## src/rtl/stream_pkg.sv

```systemverilog
// stream_pkg: shared helpers for the valid/ready stream blocks.
// Holds small elaboration-time functions used to size module-local state.
package stream_pkg;

  // Clamp a computed width to at least one bit (e.g. $clog2(1) == 0).
  function automatic int max1(input int v);
    return (v < 1) ? 1 : v;
  endfunction

endpackage

```

## src/rtl/stream_serialize.sv

```systemverilog
// stream_serialize: width down-converter for a valid/ready stream.
// Accepts one word of PARTS x PART_WIDTH bits and emits it as PARTS narrow
// beats, least-significant part first, with olast on the final beat.
// Ports:
//   clk   - clock, rising edge
//   rst   - asynchronous reset, active low
//   idat  - input word (PARTS*PART_WIDTH), part k at [k*PART_WIDTH +: PART_WIDTH]
//   ivld  - input word valid
//   irdy  - input ready (combinational from ordy; a downstream skid breaks it)
//   odat  - current output beat
//   olast - final beat of a word
//   ovld  - output beat valid
//   ordy  - output ready
module stream_serialize
  import stream_pkg::*;
#(
  parameter int PARTS      = 4,
  parameter int PART_WIDTH = 13
) (
  input  logic                        clk,
  input  logic                        rst,
  input  logic [PARTS*PART_WIDTH-1:0] idat,
  input  logic                        ivld,
  output logic                        irdy,
  output logic [PART_WIDTH-1:0]       odat,
  output logic                        olast,
  output logic                        ovld,
  input  logic                        ordy
);

  localparam int              CNT_W = max1($clog2(PARTS));
  localparam logic [CNT_W-1:0] LAST = CNT_W'(PARTS - 1);

  generate
    if (PARTS < 1 || PART_WIDTH < 1) begin : g_bad_params
      $error("stream_serialize: PARTS and PART_WIDTH must both be >= 1");
    end
  endgenerate

  logic [PARTS*PART_WIDTH-1:0]          w;
  logic [PARTS-1:0][PART_WIDTH-1:0]     parts;
  logic [CNT_W-1:0]                     cnt;
  logic                                 full;
  logic                                 in_xfer;
  logic                                 out_xfer;

  assign parts = w;
  assign odat  = parts[cnt];
  assign ovld  = full;
  assign olast = full && (cnt == LAST);

  // Ready when empty, or when the last beat leaves this very cycle so the
  // next word loads with no bubble. Gated by rst so nothing is accepted in reset.
  assign irdy     = rst && (!full || (ordy && olast));
  assign in_xfer  = ivld && irdy;
  assign out_xfer = full && ordy;

  always_ff @(posedge clk or negedge rst) begin
    if (!rst) begin
      w    <= '0;
      cnt  <= '0;
      full <= 1'b0;
    end else if (in_xfer) begin
      // A load wins over the counter step; on a last-beat overlap it is the reload.
      w    <= idat;
      cnt  <= '0;
      full <= 1'b1;
    end else if (out_xfer) begin
      if (cnt == LAST) full <= 1'b0;
      else             cnt  <= cnt + CNT_W'(1);
    end
  end

endmodule

```

## config.mk

```make
export PLATFORM = sky130hd
export DESIGN_NAME = stream_serialize
export DESIGN_NICKNAME = d
export VERILOG_FILES = /design/src/rtl/stream_pkg.sv /design/src/rtl/stream_serialize.sv
export SDC_FILE = /design/constraint.sdc
export NUM_CORES = 1
export LEC_CHECK = 0
export ABC_AREA = 1
export BUFFER_PORTS_ARGS = -buffer_cell sky130_fd_sc_hd__buf_2
export CAP_MARGIN = 20
export CORE_ASPECT_RATIO = 1.25
export CORE_MARGIN = 1
export CORE_UTILIZATION = 28
export DETAILED_ROUTE_END_ITERATION = 6
export PLACE_DENSITY_LB_ADDON = 0.1
export SYNTH_ARGS = -nofsm -noshare
export SYNTH_HDL_FRONTEND = slang
export SYNTH_SLANG_ARGS = --single-unit
```

## constraint.sdc

```tcl
create_clock -name clk -period 2.1 [get_ports clk]
set_clock_uncertainty 0.1 [all_clocks]
set_input_delay 0.21 -clock clk [delete_from_list [all_inputs] [get_ports clk]]
set_output_delay 0.21 -clock clk [all_outputs]
set_load 0.005 [all_outputs]
```

# Word level (Yosys, flattened, before mapping)
# Index checks and enable logic that the tools add are counted.
[op_classes]
addsub = 1
mul = 0
div_mod_pow = 0
n_lt_le_gt_ge = 1
n_eq_ne = 2
n_shift = 0
n_mux = 8
bitwise = 0
reduce_logical = 11
[op_table]
columns = ["cell", "n"]
rows = [
  ["$bmux 13 s2", 1],
  ["$mux 13", 1],
  ["$mux 2", 3],
  ["$logic_and 1x1->1", 5],
  ["$reduce_and 2->1", 2],
  ["$reduce_bool 2->1", 2],
  ["$lt 2x3->1 const B", 1],
  ["$mux 1", 3],
  ["$add 2x1->2 const B", 1],
  ["$eq 2x2->1 const B", 1],
  ["$ne 2x2->1 const B", 1],
  ["$logic_not 1->1", 1],
  ["$logic_or 1x1->1", 1],
]
[totals]
reg_bits = 55
latch_bits = 0
ramBits = 0
romBits = 0
in_bits = 56
out_inout_bits = 16
word_cells = 26
mem_count = 0

# Depth between registers and ports, before layout
# Gate-level depths: netlist (run 1).
[logic_depth]
ltp_word = 8
depth_mapped = 7
ltp_nobuf = 7

# Least setup slack after synthesis (run 1)
# No wires, ideal clock.
[synth_timing]
path_kind = "register -> output"
start = "register cnt[0]"
end = "output irdy"
arrival_time_ps = 1104
required_time_ps = 1790
path_slack_ps = 686
stages_incl_launch_ff = 7
path_buffers = 1
cell_sequence = "dfrtp_1 > ha_1 > nand2_1 > nand2_2 > buf_2 > nand2_1 > inv_1"
[synth_via]
elab_chain_len = 5
[synth_lines]
columns = ["element", "line_no", "text"]
rows = [
  ["start, declared", "stream_serialize.sv:42", "logic [CNT_W-1:0] cnt;"],
  ["start signal, assigned", "stream_serialize.sv:70", "else cnt <= cnt + CNT_W'(1);"],
  ["$eq 2x2->1", "stream_serialize.sv:50", "assign olast = full && (cnt == LAST);"],
  ["$logic_and 1x1->1", "stream_serialize.sv:50", ""],
  ["$logic_and 1x1->1", "stream_serialize.sv:54", "assign irdy = rst && (!full || (ordy && olast));"],
  ["$logic_or 1x1->1", "stream_serialize.sv:54", ""],
  ["$logic_and 1x1->1", "stream_serialize.sv:54", ""],
  ["end, declared", "stream_serialize.sv:24", "output logic irdy,"],
]
# No other way between the ends.

# Worst setup path in the final report (run 1)
[layout_timing]
start = "register cnt[0]"
end = "output odat[8]"
[layout_via]
elab_chain_len = 2
[layout_lines]
columns = ["element", "line_no", "text"]
rows = [
  ["$bmux 13 s2", "stream_serialize.sv:48", "assign odat = parts[cnt];"],
  ["$mux 13 (implied by the code)", "stream_serialize.sv:48", ""],
  ["end, declared", "stream_serialize.sv:25", "output logic [PART_WIDTH-1:0] odat,"],
]
# No other way between the ends. The select of a mux whose other input is x is not followed.

==> out/results.ini, run 1 <==
[floorplanning]
initial_core_util_pct=28.7
die-area_mm2=0.0102
fp.dieW_um=90.6
io_pins=72
rows=40
core_mm2=0.00956
fp.dieH_um=113

[cts]
clock_latency_ns=0.29
clk_pin_slew_ns=0.07
cts.sinks=55
cts_tree=built
cts_root_buffer=clkbuf_16
hold_buffers=1
numCtsBuffers=5
h-tree-depth=2
postCtsSetupBuffers=0
clock_tree.buffer_depth=2
cts_resized=0

[synthesis]
yosys_warnings=0
syn_inst=354
netlist.area_leader.share_pct=50.1
synth_cell_types=14
synth.largest_area_cell=dfrtp_1
postSynthAreaPerCell_um2=7.76
synth_seq_cells=55
mappedNetlistArea_mm2=0.00275
synthesis.nets=411
synth.top_cells.by_area=dfrtp_1 50%, nand2_1 19%, nand4_1 12%
ys_seq_area_share_pct=50.1

[finish]
area_delta_synth_final_pct=23.5
drive_gt1_share_pct=21.8
finish.utilization_pct=35.5
antenna_cells=0
stdcell_count=539
fin_nets=469

[place]
place_inst=530
portBuffers=71
place_hpwl_mm=5.28
gp_congestion=0.789

[power]
power_frac_clock_pct=20.1
swShare_pct=39.9
intPower_w=0.00292
switchingPower_w=0.00194
ir_worst_vdd_uv=472
total_power_w=0.00486
comb_power_share_pct=42.2
p_leak_nw=1.85
powerDensity_mw_per_mm2=1430
pwr-share-seq_pct=37.8

[global_routing]
grt_pass1_vias=2591
antenna_found_initial=0
grt_pass1_wl_mm=13.4
grt-ovfl-total=0
grt_max_degree=58
grt_usage_pct=16.7

[setup_path]
cp.required_ns=1.79
crit_type=register to output port
crit_path_end_kind=output port
crit_fanout=38
crit_buf_inv=3
crit_chain=inv_1 > buf_12 > nor2_1 > nor2_1 > o21ai_0 > nand2_1 > buf_2
crit_path_frequent_cell=nor2_1
worstPathArrival_ns=1.55
cpPeakStageDelay_ns=0.41
cp_top_family=buffers and inverters
start_kind=register
cp_slowest_cell=dfrtp_1

[timing]
final.setup.tns_ns=0
hold_viol_final=0
fin_crit_ns=1.86
holdWs_ns=0.0609
worstMarginPinSlew_ns=0.643
rsz0062_at_grt=false
clock.fmax_mhz=538
period_share_pct=88.6
setup_violations=0
maxSlewHeadroom_pct=57.1
drv_slew=0

[route]
vias=2571
drt-total-wl_mm=8.06
drc=0
drt_first_pass_iters=4
ant_nets=0
initialDrtViolationCount=165
wl_per_cell_um=15.0
via_per_inst=4.77

[hold_path]
hp-class=input pin to register

[flow_run]
cap_violations=0

[outcome]
status=finished, final reports clean

==> cell usage after synthesis <==
cell	count
buf_2	17
clkbuf_1	10
nor2_1	27
nand3_1	1
buf_1	3
nand3_4	1
nand4_1	54
nand2_1	139
o21ai_0	13
nand2_2	1
o211ai_1	13
inv_1	19
ha_1	1
dfrtp_1	55
==> logic make-up after synthesis <==
logic type      after synthesis  share of synthesized area (%)
buf+inv                      49                           7.47
simple gates                223                           36.0
compound gates               26                           5.92
flops                        55                           50.1
fa+ha+maj                     1                          0.456
==> power groups by stage <==
stage               Combinational [W]  Clock (W)  Sequential [W]
finish                        0.00205   0.000976         0.00183
global route                  0.00241    0.00104         0.00190
CTS                           0.00211   0.000998         0.00183
detailed placement            0.00210          0         0.00185
global placement              0.00208          0         0.00185
floorplan                     0.00135          0         0.00177
==> worst min-delay path: cells and delay by family <==
| kind | cells | cell delay (ns) |
|---|---|---|
| buffers and inverters | 1 | 0.09 |
| AND/OR/NAND/NOR | 2 | 0.12 |
==> worst paths after layout <==
path                                           start                    end  slack, ns  depth (start not counted)
worst max-delay path              cnt[0]$_DFFE_PN0P_                odat[8]       0.24                          7
worst min-delay path                        idat[30]  parts[30]$_DFFE_PN0P_       0.06                          3
worst max register to register    cnt[0]$_DFFE_PN0P_   parts[3]$_DFFE_PN0P_       0.34                          6
worst min register to register  parts[0]$_DFFE_PN0P_   parts[0]$_DFFE_PN0P_       0.37                          2
max in group asynchronous                        rst  parts[38]$_DFFE_PN0P_       0.93                          3
min in group asynchronous                        rst  parts[12]$_DFFE_PN0P_       0.38                          3
==> flip-flops by register name (all words and copies together), names as in the netlist <==
register / flops
cnt: 2
parts: 52
ovld: 1
==> metrics by stage <==
| stage | instance area (um^2) | setup WS, ns |
|---|---|---|
| after floorplan | 2750 | 0.686 |
| after global placement | 3210 | 0.356 |
| after detailed placement | 3210 | 0.323 |
| after CTS | 3390 | 0.227 |
| after global routing | 3390 | 0.0754 |
| final | 3390 | 0.240 |
==> layer usage <==
metal	up-vias	wire length, um	track usage [%]
li1	1289	-	-
met1	1216	3850	22.1
met2	55	3760	27.5
met3	11	284	2.96
met4	0	163	5.91
met5	-	0	0
==> final cells by class <==
cell class / instances / area, um^2
Clock buffer: 6 / 139
Tap cell: 126 / 158
Sequential cell: 55 / 1380
Timing Repair Buffer: 81 / 448
Inverter: 19 / 71.3
Clock inverter: 2 / 35.0
Fill cell: 1043 / 6170
Multi-Input combinational cell: 250 / 1160
==> placed cells by master (no fill, tap or decap), types with 5 or more instances in the layout <==
cell,count
o211ai_1,13
clkbuf_16,5
nand2_1,139
buf_2,70
dfrtp_1,55
o21ai_0,13
nand4_1,54
buf_4,9
nor2_1,27
inv_1,19
No activity file was read; power rests on OpenSTA's default activity.
==> inputs of run 2 (changes only) <==
--- a/config.mk
+++ b/config.mk
@@ -10,7 +10,7 @@
 export CAP_MARGIN = 20
 export CORE_ASPECT_RATIO = 1.25
 export CORE_MARGIN = 1
-export CORE_UTILIZATION = 28
+export CORE_UTILIZATION = 38
 export DETAILED_ROUTE_END_ITERATION = 6
 export PLACE_DENSITY_LB_ADDON = 0.1
 export SYNTH_ARGS = -nofsm -noshare
==> run 2 against run 1 <==
Clock power down 44%. Register-to-register slack worse by 0.08 ns. Total power down 9.5%. Worst setup slack worse by 0.066 ns. First-iteration DRC count down 28%. Routed wire length down 14%. Via count down 1.1%. Critical path type unchanged.
==> out/results.ini, run 2 (synthesis results as in run 1) <==
[setup_path]
crit_path_frequent_cell=nand2_1  ; was nor2_1
crit_fanout=54  ; was 38
cpPeakStageDelay_ns=0.44  ; was 0.41 ns
crit_type=register to output port  ; unchanged
crit_chain=ha_1 > nand2_1 > nand2_2 > buf_12 > nand2_1 > inv_1 > buf_2  ; was inv_1 > buf_12 > nor2_1 > nor2_1 > o21ai_0 > nand2_1 > buf_2
reg2reg_from=cnt[0]$_DFFE_PN0P_  ; unchanged
r2r_end=parts[43]$_DFFE_PN0P_  ; was parts[3]$_DFFE_PN0P_
regToRegSetupSlack_ns=0.26  ; was 0.34 ns
worstPathArrival_ns=1.62  ; was 1.55 ns
cp_slowest_cell=dfrtp_1  ; unchanged
start_kind=register  ; unchanged
cp.required_ns=1.79  ; about the same
crit_path_end_kind=output port  ; unchanged
crit_buf_inv=3  ; unchanged
cp_top_family=flip-flops  ; was buffers and inverters
rr_worst_depth=6  ; unchanged

[route]
vias=2542  ; was 2571
wl_per_cell_um=13.9  ; was 15.0 um
ant_nets=0  ; unchanged
drt-total-wl_mm=6.97  ; was 8.06 mm
drt_first_pass_iters=5  ; was 4
initialDrtViolationCount=118  ; was 165
drc=0  ; unchanged
via_per_inst=5.08  ; was 4.77

[cts]
numCtsBuffers=5  ; unchanged
clk_pin_slew_ns=0.09  ; was 0.07 ns
clock_latency_ns=0.30  ; was 0.29 ns
postCtsSetupBuffers=0  ; unchanged
h-tree-depth=2  ; unchanged
clock_tree.buffer_depth=2  ; unchanged
cts_tree=built  ; unchanged
cts.sinks=55  ; unchanged
cts_root_buffer=clkbuf_8  ; was clkbuf_16

[flow_run]
cap_violations=0  ; unchanged

[place]
place_inst=493  ; was 530
dpl_cell_area_mm2=0.00317  ; was 0.00321 mm^2
place_hpwl_mm=4.61  ; was 5.28 mm
portBuffers=71  ; unchanged
gp_congestion=0.755  ; was 0.789

[floorplanning]
fp.dieH_um=97.1  ; was 113 um
io_pins=72  ; unchanged
initial_core_util_pct=39.4  ; was 28.7%
fp.dieW_um=78.0  ; was 90.6 um
rows=34  ; was 40
die-area_mm2=0.00757  ; was 0.0102 mm^2
core_mm2=0.00698  ; was 0.00956 mm^2

[finish]
final_common_cell=nand2_1  ; unchanged
largest_reg_flops=52  ; unchanged
mostFrequentLayoutCells=139 x nand2_1, 70 x buf_2, 55 x dfrtp_1  ; unchanged
stdcell_count=500  ; was 539
finish.utilization_pct=46.6  ; was 35.5%
antenna_cells=0  ; unchanged
design_area_mm2=0.00325  ; was 0.00339 mm^2
fin_nets=468  ; was 469
area_delta_synth_final_pct=18.4  ; was 23.5%
drive_gt1_share_pct=21.2  ; was 21.8%

[power]
power_frac_clock_pct=12.4  ; was 20.1%
powerDensity_mw_per_mm2=1350  ; was 1430 mW/mm^2
swShare_pct=41.7  ; was 39.9%
comb_power_share_pct=46.0  ; was 42.2%
ir_worst_vdd_uv=608  ; was 472 uV
pwr-share-seq_pct=41.6  ; was 37.8%
intPower_w=0.00256  ; was 0.00292 W
p_leak_nw=1.79  ; was 1.85 nW
switchingPower_w=0.00183  ; was 0.00194 W

[timing]
worstMarginPinSlew_ns=0.623  ; was 0.643 ns
rsz0062_at_grt=false  ; unchanged
setup_violations=0  ; unchanged
fin_crit_ns=1.93  ; was 1.86 ns
hold_viol_final=0  ; unchanged
period_share_pct=91.7  ; was 88.6%
clock.fmax_mhz=519  ; was 538 MHz
maxSlewHeadroom_pct=58.4  ; was 57.1%
final.setup.tns_ns=0  ; unchanged
drv_slew=0  ; unchanged

[hold_path]
hold_depth=3  ; unchanged
hp-start=idat[44]  ; was idat[30]
min_to=parts[44]$_DFFE_PN0P_  ; was parts[30]$_DFFE_PN0P_
hp-class=input pin to register  ; unchanged

[outcome]
status=finished, final reports clean  ; unchanged

[global_routing]
grt-ovfl-total=0  ; unchanged
grt_max_degree=56  ; was 58
grt_pass1_vias=2437  ; was 2591
grt_usage_pct=20.0  ; was 16.7%
grt_pass1_wl_mm=12.0  ; was 13.4 mm
antenna_found_initial=0  ; unchanged

==> run 2: metrics by stage <==
step                total power, W  setup slack [ns]  hold WS [ns]
global route               0.00486            0.0433        0.0474
detailed placement         0.00390             0.289         0.165
global placement           0.00387             0.350         0.167
CTS                        0.00446             0.120        0.0471
floorplan                  0.00313             0.686        -0.186
finish                     0.00440             0.174        0.0549
==> run 2: timing repair <==
item,in CTS,in global routing
setup endpoints to repair,0,1
gates resized for setup,0,1
endpoints found under the hold margin,55,0
hold buffers,1,0
==> run 2: power by group through the flow <==
stage | clock network, W | logic [W] | registers, W
after global placement | 0 | 0.00203 | 0.00184
after detailed placement | 0 | 0.00205 | 0.00185
after floorplan | 0 | 0.00135 | 0.00177
final | 0.000544 | 0.00202 | 0.00183
after global routing | 0.000612 | 0.00235 | 0.00190
after CTS | 0.000567 | 0.00206 | 0.00183
==> run 2: how the worst max path moves through the flow <==
stage / end / cells after the start / from / slack, ns
2_1_floorplan: irdy / 6 / cnt[0]$_DFFE_PN0P_ / 0.69
3_3_place_gp: parts[42]$_DFFE_PN0P_ / 6 / cnt[0]$_DFFE_PN0P_ / 0.35
3_5_place_dp: cnt[1]$_DFFE_PN0P_ / 6 / cnt[0]$_DFFE_PN0P_ / 0.29
4_1_cts: odat[7] / 7 / cnt[0]$_DFFE_PN0P_ / 0.12
5_1_grt: irdy / 7 / cnt[0]$_DFFE_PN0P_ / 0.04
6_report: irdy / 7 / cnt[0]$_DFFE_PN0P_ / 0.17
==> run 2: metal layers <==
layer / vias up / track usage, % / share of wire [%]
li1: 1285 / - / -
met1: 1178 / 28.4 / 47
met2: 67 / 30.5 / 46
met3: 12 / 3.47 / 5.1
met4: 0 / 6.98 / 2.4
met5: - / 0 / 0
==> run 2: cell type report <==
class                      count  area (um^2)
fill                         768         3730
sequential                    55         1380
multi-input combinational    250         1160
timing repair buffer          80          453
tap                           90          113
clock buffer                   6         72.6
inverter                      19         71.3
==> run 2: worst reg2reg max path, stage by stage, from the launching register on <==
cell and delay [ns]:
dfrtp_1 0.44, ha_1 0.22, nand2_1 0.07, nand2_2 0.11, nand3_4 0.48, nand2_1 0.25
nand2_1 0.06
